--- src/rtl/map_pkg.sv ---
// Shared types and default sizes for the tile map write engine.
package map_pkg;

  localparam int unsigned MAP_COORD_BITS = 4;
  localparam int unsigned MAP_DATA_WIDTH = 8;

  typedef enum logic [1:0] {
    MAP_OP_SET,
    MAP_OP_FILL,
    MAP_OP_CLEAR,
    MAP_OP_ILLEGAL
  } map_op_t;

  typedef enum logic [1:0] {
    WR_IDLE,
    WR_WRITE,
    WR_DONE
  } map_wr_state_t;

endpackage

--- src/rtl/map_raster_counter.sv ---
// Raster scanner over a latched rectangle: x runs fastest, y advances when x reaches xhi.
module map_raster_counter
  import map_pkg::*;
#(
  parameter int unsigned COORD_BITS = MAP_COORD_BITS
) (
  input  logic                  clk,
  input  logic                  rst,
  input  logic                  load,
  input  logic                  step,
  input  logic [COORD_BITS-1:0] xlo,
  input  logic [COORD_BITS-1:0] xhi,
  input  logic [COORD_BITS-1:0] ylo,
  input  logic [COORD_BITS-1:0] yhi,
  output logic [COORD_BITS-1:0] x,
  output logic [COORD_BITS-1:0] y,
  output logic                  last
);

  logic [COORD_BITS-1:0] x_q;
  logic [COORD_BITS-1:0] y_q;
  logic [COORD_BITS-1:0] xlo_q;
  logic [COORD_BITS-1:0] xhi_q;
  logic [COORD_BITS-1:0] yhi_q;

  // Wrap is decided by compare against xhi, so xhi at the top of the range never relies on overflow.
  always_ff @(posedge clk or posedge rst) begin
    if (rst) begin
      x_q   <= '0;
      y_q   <= '0;
      xlo_q <= '0;
      xhi_q <= '0;
      yhi_q <= '0;
    end else if (load) begin
      x_q   <= xlo;
      y_q   <= ylo;
      xlo_q <= xlo;
      xhi_q <= xhi;
      yhi_q <= yhi;
    end else if (step) begin
      if (x_q == xhi_q) begin
        x_q <= xlo_q;
        y_q <= y_q + 1'b1;
      end else begin
        x_q <= x_q + 1'b1;
      end
    end
  end

  assign x    = x_q;
  assign y    = y_q;
  assign last = (x_q == xhi_q) && (y_q == yhi_q);

endmodule

--- src/rtl/map_writer.sv ---
// Command-driven write engine for the tile map RAM: expands SET/FILL/CLEAR into raster writes.
module map_writer
  import map_pkg::*;
#(
  parameter int unsigned COORD_BITS = MAP_COORD_BITS,
  parameter int unsigned DATA_WIDTH = MAP_DATA_WIDTH
) (
  input  logic                    CLK_NIOS,
  input  logic                    RESET,
  input  logic                    CMD_VALID,
  output logic                    CMD_READY,
  input  logic [1:0]              CMD_OP,
  input  logic [COORD_BITS-1:0]   CMD_X0,
  input  logic [COORD_BITS-1:0]   CMD_Y0,
  input  logic [COORD_BITS-1:0]   CMD_X1,
  input  logic [COORD_BITS-1:0]   CMD_Y1,
  input  logic [DATA_WIDTH-1:0]   CMD_DATA,
  output logic                    MAP_WRITE_ENABLE,
  output logic [2*COORD_BITS-1:0] MAP_WRITE_ADDR,
  output logic [DATA_WIDTH-1:0]   MAP_WRITE_DATA,
  output logic                    BUSY,
  output logic                    DONE,
  output logic                    CMD_ERR
);

  map_wr_state_t         state_q;
  map_op_t               op;
  logic                  accept;
  logic                  legal;
  logic [COORD_BITS-1:0] xlo, xhi, ylo, yhi;
  logic [COORD_BITS-1:0] scan_x, scan_y;
  logic                  scan_last;
  logic                  we_q, busy_q, done_q, err_q;
  logic [DATA_WIDTH-1:0] data_q;

  assign op        = map_op_t'(CMD_OP);
  assign CMD_READY = (state_q == WR_IDLE);
  assign accept    = CMD_VALID && CMD_READY;
  assign legal     = (op != MAP_OP_ILLEGAL);

  // Corners are reordered rather than rejected.
  always_comb begin
    xlo = CMD_X0;
    xhi = CMD_X0;
    ylo = CMD_Y0;
    yhi = CMD_Y0;
    case (op)
      MAP_OP_FILL: begin
        xlo = (CMD_X0 < CMD_X1) ? CMD_X0 : CMD_X1;
        xhi = (CMD_X0 < CMD_X1) ? CMD_X1 : CMD_X0;
        ylo = (CMD_Y0 < CMD_Y1) ? CMD_Y0 : CMD_Y1;
        yhi = (CMD_Y0 < CMD_Y1) ? CMD_Y1 : CMD_Y0;
      end
      MAP_OP_CLEAR: begin
        xlo = '0;
        xhi = '1;
        ylo = '0;
        yhi = '1;
      end
      default: ;
    endcase
  end

  map_raster_counter #(
    .COORD_BITS(COORD_BITS)
  ) u_scan (
    .clk  (CLK_NIOS),
    .rst  (RESET),
    .load (accept && legal),
    .step ((state_q == WR_WRITE) && !scan_last),
    .xlo  (xlo),
    .xhi  (xhi),
    .ylo  (ylo),
    .yhi  (yhi),
    .x    (scan_x),
    .y    (scan_y),
    .last (scan_last)
  );

  always_ff @(posedge CLK_NIOS or posedge RESET) begin
    if (RESET) begin
      state_q <= WR_IDLE;
      we_q    <= 1'b0;
      data_q  <= '0;
      busy_q  <= 1'b0;
      done_q  <= 1'b0;
      err_q   <= 1'b0;
    end else begin
      case (state_q)
        WR_IDLE: begin
          if (accept) begin
            busy_q <= 1'b1;
            if (legal) begin
              state_q <= WR_WRITE;
              we_q    <= 1'b1;
              data_q  <= (op == MAP_OP_CLEAR) ? '0 : CMD_DATA;
            end else begin
              state_q <= WR_DONE;
              done_q  <= 1'b1;
              err_q   <= 1'b1;
            end
          end
        end
        WR_WRITE: begin
          if (scan_last) begin
            state_q <= WR_DONE;
            we_q    <= 1'b0;
            done_q  <= 1'b1;
          end
        end
        WR_DONE: begin
          state_q <= WR_IDLE;
          busy_q  <= 1'b0;
          done_q  <= 1'b0;
          err_q   <= 1'b0;
        end
        default: state_q <= WR_IDLE;
      endcase
    end
  end

  // Address comes straight from the scan registers, so it holds its last value between commands.
  assign MAP_WRITE_ENABLE = we_q;
  assign MAP_WRITE_ADDR   = {scan_y, scan_x};
  assign MAP_WRITE_DATA   = data_q;
  assign BUSY             = busy_q;
  assign DONE             = done_q;
  assign CMD_ERR          = err_q;

endmodule
--- config.mk ---
export PLATFORM = sky130hd
export DESIGN_NAME = map_writer
export DESIGN_NICKNAME = d
export VERILOG_FILES = /design/src/rtl/map_pkg.sv /design/src/rtl/map_raster_counter.sv /design/src/rtl/map_writer.sv
export SDC_FILE = /design/constraint.sdc
export NUM_CORES = 1
export LEC_CHECK = 0
export ABC_AREA = 1
export ABC_CLOCK_PERIOD_IN_PS = 2100
export BUFFER_PORTS_ARGS = -buffer_cell sky130_fd_sc_hd__buf_2
export CAP_MARGIN = 25
export CORE_AREA = 2 2 62 88
export CTS_BUF_LIST = sky130_fd_sc_hd__clkbuf_8
export DETAILED_ROUTE_END_ITERATION = 8
export DIE_AREA = 0 0 64 90
export PLACE_DENSITY = 0.71
export RECOVER_POWER = 25
export SYNTH_ARGS = -nofsm -noshare
export SYNTH_HDL_FRONTEND = slang
export SYNTH_HIERARCHICAL = 1
export SYNTH_SLANG_ARGS = --single-unit
--- constraint.sdc ---
create_clock -name CLK_NIOS -period 2.1 [get_ports CLK_NIOS]
set_input_delay 0.42 -clock CLK_NIOS [delete_from_list [all_inputs] [get_ports CLK_NIOS]]
set_output_delay 0.42 -clock CLK_NIOS [all_outputs]
set_load 0.005 [all_outputs]
After elaboration in Yosys (flattened, before gate mapping):

Cells that the tools add are included.

* bits of input ports: 29
* register bits: 34
* word-level logic and storage cells: 74

* equality and inequality tests: 11
* order comparisons: 2
* $add $sub $neg: 2
* muxes and demuxes: 30
* reduce and logical (&&, ||, !) cells: 18

Operators by type and width (count)
* 4-bit 2-to-1 mux: 10
* 4-bit one-hot mux with 2 select lines: 4
* 4-bit by 1-bit adder with 4-bit output (second input constant): 2
* 4-bit == test: 2
* 4-bit less-than comparator: 2
* 8-bit 2-to-1 mux: 1
* 4-bit AND reduction: 2
* 2-bit nonzero test: 4
* 1-bit 2-to-1 mux: 7
* 2-bit 2-to-1 mux: 3
* 2-bit inequality test (second input constant): 3
* 1-bit one-hot mux with 2 select lines: 3
* 2-bit AND reduction: 3
* 3-bit AND reduction: 2
* 2-bit by 1-bit == test with 1-bit output (second input constant): 2
* 2-bit == test (second input constant): 2
* 1-bit logical AND: 4
* 2-bit by 1-bit inequality test with 1-bit output (second input constant): 2
* 2-bit one-hot mux with 2 select lines: 1
* 1-bit one-hot mux with 3 select lines: 1
* 3-bit nonzero test: 1
* 2-bit logical NOT: 1
* 1-bit logical NOT: 1

Depth between registers and ports, before layout:

* word-level depth: 6
* depth in mapped cells: 13

By module:

The synthesis kept the hierarchy.

Modules (own cells, without submodules)
* map_writer: instances 1, cells an instance 189, area each 1265.0 um2, sequential area each 350.3 um2
* map_raster_counter: instances 1, cells an instance 152, area each 1168.6 um2, sequential area each 500.5 um2

Worst setup path before layout:

OpenSTA, ideal clock, no wires.

* path type: reg2reg
* start point: register u_scan.x_q[0] (netlist: u_scan/x[0])
* end point: register u_scan.x_q[0] (netlist: u_scan/x[0])
* clock period less this slack: 1.740 ns
* slack: 0.360 ns
* required time: 2.025 ns
* cell stages (with the launch flop): 13
* arrival: 1.665 ns
* cells stage by stage: dfrtp_1 inv_1 nand2_1 nand2_2 nor2_8 nand2_4 nor2_1 nand3b_1 inv_1 nor2_1 inv_1 o22ai_1 o21bai_2

* cells in the longest elaborated chain, start to end: 5
* elaborated cells between the ends (all ways): 9

Ends and longest elaborated chain
* from (decl): RTL line map_raster_counter.sv:20 `logic [COORD_BITS-1:0] x_q;`
* from (signal assigned): RTL line map_raster_counter.sv:35 `x_q <= xlo;`
* from (signal assigned): RTL line map_raster_counter.sv:42 `x_q <= xlo_q;`
* from (signal assigned): RTL line map_raster_counter.sv:45 `x_q <= x_q + 1'b1;`
* 4-bit == test: RTL line map_raster_counter.sv:52 `assign last = (x_q == xhi_q) && (y_q == yhi_q);`
* 1-bit logical AND: RTL line map_raster_counter.sv:52
* via scan_last: RTL line map_writer.sv:32 `logic scan_last;`
* 1-bit logical NOT: RTL line map_writer.sv:70 `.step ((state_q == WR_WRITE) && !scan_last),`
* 1-bit logical AND: RTL line map_writer.sv:70
* 2-bit nonzero test (no source line)

The timed path passes the listed nets, and every way through them passes these cells. The select of a mux whose other input is x is not followed.
A chain may end at the register's enable or synchronous reset.

Worst setup path in the final report:

* start point: register u_scan.x_q[0] (netlist: u_scan/x[0])
* end point: register u_scan.x_q[3] (netlist: u_scan/x[3])

The elaborated chain is that of the path after synthesis.

==> impl_metrics.xml <==
<?xml version="1.0" encoding="UTF-8"?>
<metrics>
  <group name="final_layout">
    <metric name="n_antenna_cell" unit="">0</metric>
    <metric name="seqCellArea" unit="sq um">851</metric>
    <metric name="finish.net_count" unit="">443</metric>
    <metric name="instances_no_fill" unit="">465</metric>
    <metric name="post_route_cells_drive_above_1_share" unit="">0.221</metric>
    <metric name="fillCellCount" unit="">482</metric>
    <metric name="area_occupied_by_multi_input_gates" unit="sq um">1340</metric>
    <metric name="area_growth" unit="%">18.2</metric>
  </group>
  <group name="die">
    <metric name="start_util" unit="">0.486</metric>
    <metric name="core" unit="sq um">5000</metric>
    <metric name="floorplan.rows" unit="">31</metric>
    <metric name="die_w" unit="microns">64</metric>
    <metric name="dieArea" unit="sq um">5760</metric>
    <metric name="top_level_ports" unit="">50</metric>
    <metric name="die_height" unit="microns">90</metric>
  </group>
  <group name="clocking">
    <metric name="clk_pin_slew_worst_paths" unit="ns">0.07</metric>
    <metric name="ctsLongestPathBuffers" unit="">2</metric>
    <metric name="cts_setup_buffers" unit="">0</metric>
    <metric name="tritoncts" unit="">built</metric>
    <metric name="cts.htree.levels" unit="">2</metric>
    <metric name="hold_buffers" unit="">0</metric>
    <metric name="clock_sinks" unit="">34</metric>
    <metric name="worst_skew_pair.late_latency" unit="ns">0.28</metric>
    <metric name="ctsRootBufferMaster" unit="">sky130_fd_sc_hd__clkbuf_8</metric>
    <metric name="ctsResizeCount" unit="">0</metric>
    <metric name="cts_inserted_buffers" unit="">5</metric>
  </group>
  <group name="route">
    <metric name="avgRoutedWirePerCell" unit="microns">11.9</metric>
    <metric name="drt_first_iter_violations" unit="">139</metric>
    <metric name="routed_wl" unit="microns">5520</metric>
    <metric name="post-route-drc-count" unit="">0</metric>
    <metric name="vias" unit="">2310</metric>
    <metric name="postRouteAntennaNets" unit="">0</metric>
    <metric name="detail_route.first_pass.iterations" unit="">4</metric>
    <metric name="number_of_vias_per_cell" unit="">4.97</metric>
  </group>
  <group name="placed_design">
    <metric name="globalplace.congestion" unit="">0.879</metric>
    <metric name="dp_hpwl" unit="microns">4340</metric>
    <metric name="io_buffer_count" unit="">49</metric>
    <metric name="placed_cells" unit="">458</metric>
  </group>
  <group name="global_routing">
    <metric name="antenna_violations_before_repair" unit="">0</metric>
    <metric name="gr-max-usage-layer" unit="">met2</metric>
    <metric name="largest_net_degree_at_the_start_of_global_routing" unit="">28</metric>
    <metric name="first_global_vias" unit="">2250</metric>
    <metric name="grt_util_met1" unit="">0.249</metric>
    <metric name="met2_demand_to_capacity_share_in_global_routing" unit="">0.380</metric>
    <metric name="grt_first_pass_wirelength" unit="microns">9900</metric>
    <metric name="globalRouteTotalUtil" unit="">0.212</metric>
    <metric name="gr-usage-met3" unit="">0.0275</metric>
    <metric name="total_grt_overflow" unit="">0</metric>
  </group>
  <group name="sta">
    <metric name="maxClockFrequency" unit="GHz">0.535</metric>
    <metric name="grt_setup_unrepaired" unit="">false</metric>
    <metric name="totalNegativeSetupSlack" unit="ns">0</metric>
    <metric name="endpoints_failing_hold" unit="">0</metric>
    <metric name="timing.clock.skew" unit="ns">0.00535</metric>
    <metric name="maxSlewViolCount" unit="">0</metric>
    <metric name="setup_viol_count_final" unit="">0</metric>
    <metric name="fin_hold_ws" unit="ns">0.165</metric>
    <metric name="max_slew_margin" unit="">0.473</metric>
    <metric name="max_slew.worst_pin.slew" unit="ns">0.790</metric>
    <metric name="finalCriticalPeriod" unit="ns">1.87</metric>
    <metric name="period_share" unit="">0.890</metric>
  </group>
  <group name="power_and_ir_drop">
    <metric name="power_per_cell_area" unit="nW/um^2">1170</metric>
    <metric name="post_layout_power" unit="uW">3360</metric>
    <metric name="power.static_leakage" unit="uW">0.00168</metric>
    <metric name="vdd.ir_drop.worst" unit="mV">0.375</metric>
  </group>
  <group name="critical_path">
    <metric name="timing.setup.critical_path_class" unit="">reg -&gt; reg</metric>
    <metric name="critical_path_required" unit="ns">2.31</metric>
    <metric name="cp-start-kind" unit="">register</metric>
    <metric name="path_max_fanout" unit="">7</metric>
    <metric name="timing.critical_path.arrival" unit="ns">2.08</metric>
    <metric name="worst_setup_path_end_kind" unit="">register</metric>
  </group>
  <group name="logic_synthesis">
    <metric name="yosysSeqAreaShare" unit="">0.350</metric>
    <metric name="yosys.cell_types.count" unit="">29</metric>
    <metric name="synth_area" unit="sq um">2430</metric>
    <metric name="ys_ff_latch" unit="">34</metric>
    <metric name="synth_area_per_cell" unit="sq um">7.14</metric>
    <metric name="mappedNetlistNets" unit="">385</metric>
    <metric name="synthesis.yosys.warnings" unit="">6</metric>
    <metric name="netlist_instances" unit="">341</metric>
  </group>
  <group name="min_path">
    <metric name="min-delay-path-class" unit="">in -&gt; async</metric>
  </group>
  <group name="flow_run">
    <metric name="max-cap-violations" unit="">0</metric>
  </group>
  <group name="outcome">
    <metric name="outcome" unit="">completed</metric>
  </group>
</metrics>
-- report_power, final --
group | internal [uW] | switching, uW | total, uW
sequential | 947 | 249 | 1200
combinational | 715 | 1010 | 1720
clock | 218 | 218 | 437
-- critical path, cell delays in order (launching register included) --
cell and delay (ns):
sky130_fd_sc_hd__dfrtp_1 0.49, sky130_fd_sc_hd__inv_1 0.09, sky130_fd_sc_hd__nand2_1 0.08, sky130_fd_sc_hd__nand2_2 0.08, sky130_fd_sc_hd__nor2_8 0.15, sky130_fd_sc_hd__nand2_4 0.09, sky130_fd_sc_hd__nor2_1 0.11, sky130_fd_sc_hd__nand3b_1 0.13
sky130_fd_sc_hd__inv_1 0.08, sky130_fd_sc_hd__nor2_1 0.12, sky130_fd_sc_hd__buf_4 0.15, sky130_fd_sc_hd__a21oi_1 0.04, sky130_fd_sc_hd__nand2_1 0.07, sky130_fd_sc_hd__nor2_1 0.04, sky130_fd_sc_hd__nor2_1 0.07
-- cells in the final DEF (no fill, tap or decap) --
master / count
sky130_fd_sc_hd__o221ai_1: 2
sky130_fd_sc_hd__a21oi_2: 1
sky130_fd_sc_hd__o21a_1: 1
sky130_fd_sc_hd__o21bai_2: 2
sky130_fd_sc_hd__nor2_1: 14
sky130_fd_sc_hd__xnor2_1: 4
sky130_fd_sc_hd__buf_12: 1
sky130_fd_sc_hd__dfrtp_1: 34
sky130_fd_sc_hd__nand2_1: 109
sky130_fd_sc_hd__inv_1: 48
sky130_fd_sc_hd__clkbuf_8: 5
sky130_fd_sc_hd__nor2_4: 1
sky130_fd_sc_hd__xor2_1: 2
sky130_fd_sc_hd__inv_2: 6
sky130_fd_sc_hd__o22ai_1: 2
sky130_fd_sc_hd__nand3b_1: 1
sky130_fd_sc_hd__nand3_2: 1
sky130_fd_sc_hd__a21oi_1: 10
sky130_fd_sc_hd__a21oi_4: 1
sky130_fd_sc_hd__nand2_2: 8
sky130_fd_sc_hd__buf_4: 7
sky130_fd_sc_hd__nand2_4: 2
sky130_fd_sc_hd__ha_1: 15
sky130_fd_sc_hd__o21ai_0: 17
sky130_fd_sc_hd__nor2_8: 3
sky130_fd_sc_hd__inv_4: 1
sky130_fd_sc_hd__clkinv_1: 1
sky130_fd_sc_hd__nand3_1: 47
sky130_fd_sc_hd__nand4_1: 4
sky130_fd_sc_hd__buf_2: 49
-- registers in the layout, summed over array words and instances (netlist names) --
register          cells
MAP_WRITE_DATA        8
state_q               2
DONE                  1
MAP_WRITE_ENABLE      1
u_scan/yhi_q          4
CMD_ERR               1
u_scan/xlo_q          4
BUSY                  1
u_scan/x              4
u_scan/xhi_q          4
u_scan/y              4
-- stage by stage --
| step | util | setup slack [ns] | instance area [sq um] |
|---|---|---|---|
| 6_report | 0.575 | 0.231 | 2880 |
| 3_3_place_gp | 0.560 | 0.207 | 2800 |
| 3_5_place_dp | 0.560 | 0.155 | 2800 |
| 2_1_floorplan | - | 0.360 | 2430 |
| 4_1_cts | 0.575 | 0.226 | 2880 |
| 5_1_grt | 0.575 | 0.0356 | 2880 |
-- Yosys cell counts --
| library cell | n | area, sq um |
|---|---|---|
| sky130_fd_sc_hd__xnor2_1 | 4 | 35.0 |
| sky130_fd_sc_hd__nand4_1 | 4 | 25.0 |
| sky130_fd_sc_hd__nand2_4 | 2 | 22.5 |
| sky130_fd_sc_hd__o21a_1 | 1 | 7.51 |
| sky130_fd_sc_hd__a21oi_4 | 1 | 16.3 |
| sky130_fd_sc_hd__o21bai_2 | 2 | 22.5 |
| sky130_fd_sc_hd__nor2_8 | 3 | 60.1 |
| sky130_fd_sc_hd__dfrtp_1 | 34 | 851 |
| sky130_fd_sc_hd__xor2_1 | 2 | 17.5 |
| sky130_fd_sc_hd__buf_2 | 3 | 15.0 |
| sky130_fd_sc_hd__o22ai_1 | 2 | 12.5 |
| sky130_fd_sc_hd__o21ai_0 | 17 | 85.1 |
| sky130_fd_sc_hd__nor2_1 | 14 | 52.6 |
| sky130_fd_sc_hd__inv_4 | 1 | 6.26 |
| sky130_fd_sc_hd__ha_1 | 15 | 188 |
| sky130_fd_sc_hd__buf_6 | 1 | 11.3 |
| sky130_fd_sc_hd__nand3_2 | 1 | 10.0 |
| sky130_fd_sc_hd__clkbuf_1 | 2 | 7.51 |
| sky130_fd_sc_hd__a21oi_2 | 1 | 8.76 |
| sky130_fd_sc_hd__nand3_1 | 47 | 235 |
| sky130_fd_sc_hd__nand2_2 | 8 | 50.1 |
| sky130_fd_sc_hd__inv_1 | 46 | 173 |
| sky130_fd_sc_hd__o221ai_1 | 2 | 17.5 |
| sky130_fd_sc_hd__a21oi_1 | 10 | 50.1 |
| sky130_fd_sc_hd__clkinv_1 | 1 | 3.75 |
| sky130_fd_sc_hd__nand3b_1 | 1 | 7.51 |
| sky130_fd_sc_hd__nand2_1 | 109 | 409 |
| sky130_fd_sc_hd__nor2_4 | 1 | 11.3 |
| sky130_fd_sc_hd__inv_2 | 6 | 22.5 |
-- cell families (layout without fill, tap and decap cells) --
| kind of cell | Yosys count | count (layout) | share of synthesized area |
|---|---|---|---|
| AO/OA/AOI/OAI | 36 | 36 | 0.0905 |
| XOR/XNOR | 6 | 6 | 0.0216 |
| adder cells (fa/ha/maj) | 15 | 15 | 0.0771 |
| buffers and inverters | 60 | 118 | 0.0982 |
| flip-flops | 34 | 34 | 0.350 |
| AND/OR/NAND/NOR | 190 | 190 | 0.363 |
-- final cells by class --
| type | instances | share of cell area |
|---|---|---|
| Clock buffer | 5 | 0.0239 |
| Clock inverter | 2 | 0.00261 |
| Inverter | 54 | 0.0713 |
| Multi-Input combinational cell | 247 | 0.467 |
| Sequential cell | 34 | 0.296 |
| Tap cell | 66 | 0.0287 |
| Timing Repair Buffer | 57 | 0.110 |
-- path summary, 6_finish.rpt --
kind                                    from           endpoint  slack, ns  cells past startpoint
max                              u_scan/x[0]        u_scan/x[3]       0.23                     14
max in group asynchronous              RESET    u_scan/xlo_q[3]       1.32                      2
min                                    RESET               BUSY       0.17                      2
min in group CLK_NIOS            CMD_DATA[0]  MAP_WRITE_DATA[0]       0.37                      3
min reg2reg                MAP_WRITE_DATA[5]  MAP_WRITE_DATA[5]       0.48                      2
max reg2reg                      u_scan/x[0]        u_scan/x[3]       0.23                     14
-- metal layers --
metal	wire (microns)	part of all wire
met1	2230	0.41
met5	0	0
met3	249	0.045
met4	124	0.022
met2	2910	0.53
(Power assumes the default switching activity.)
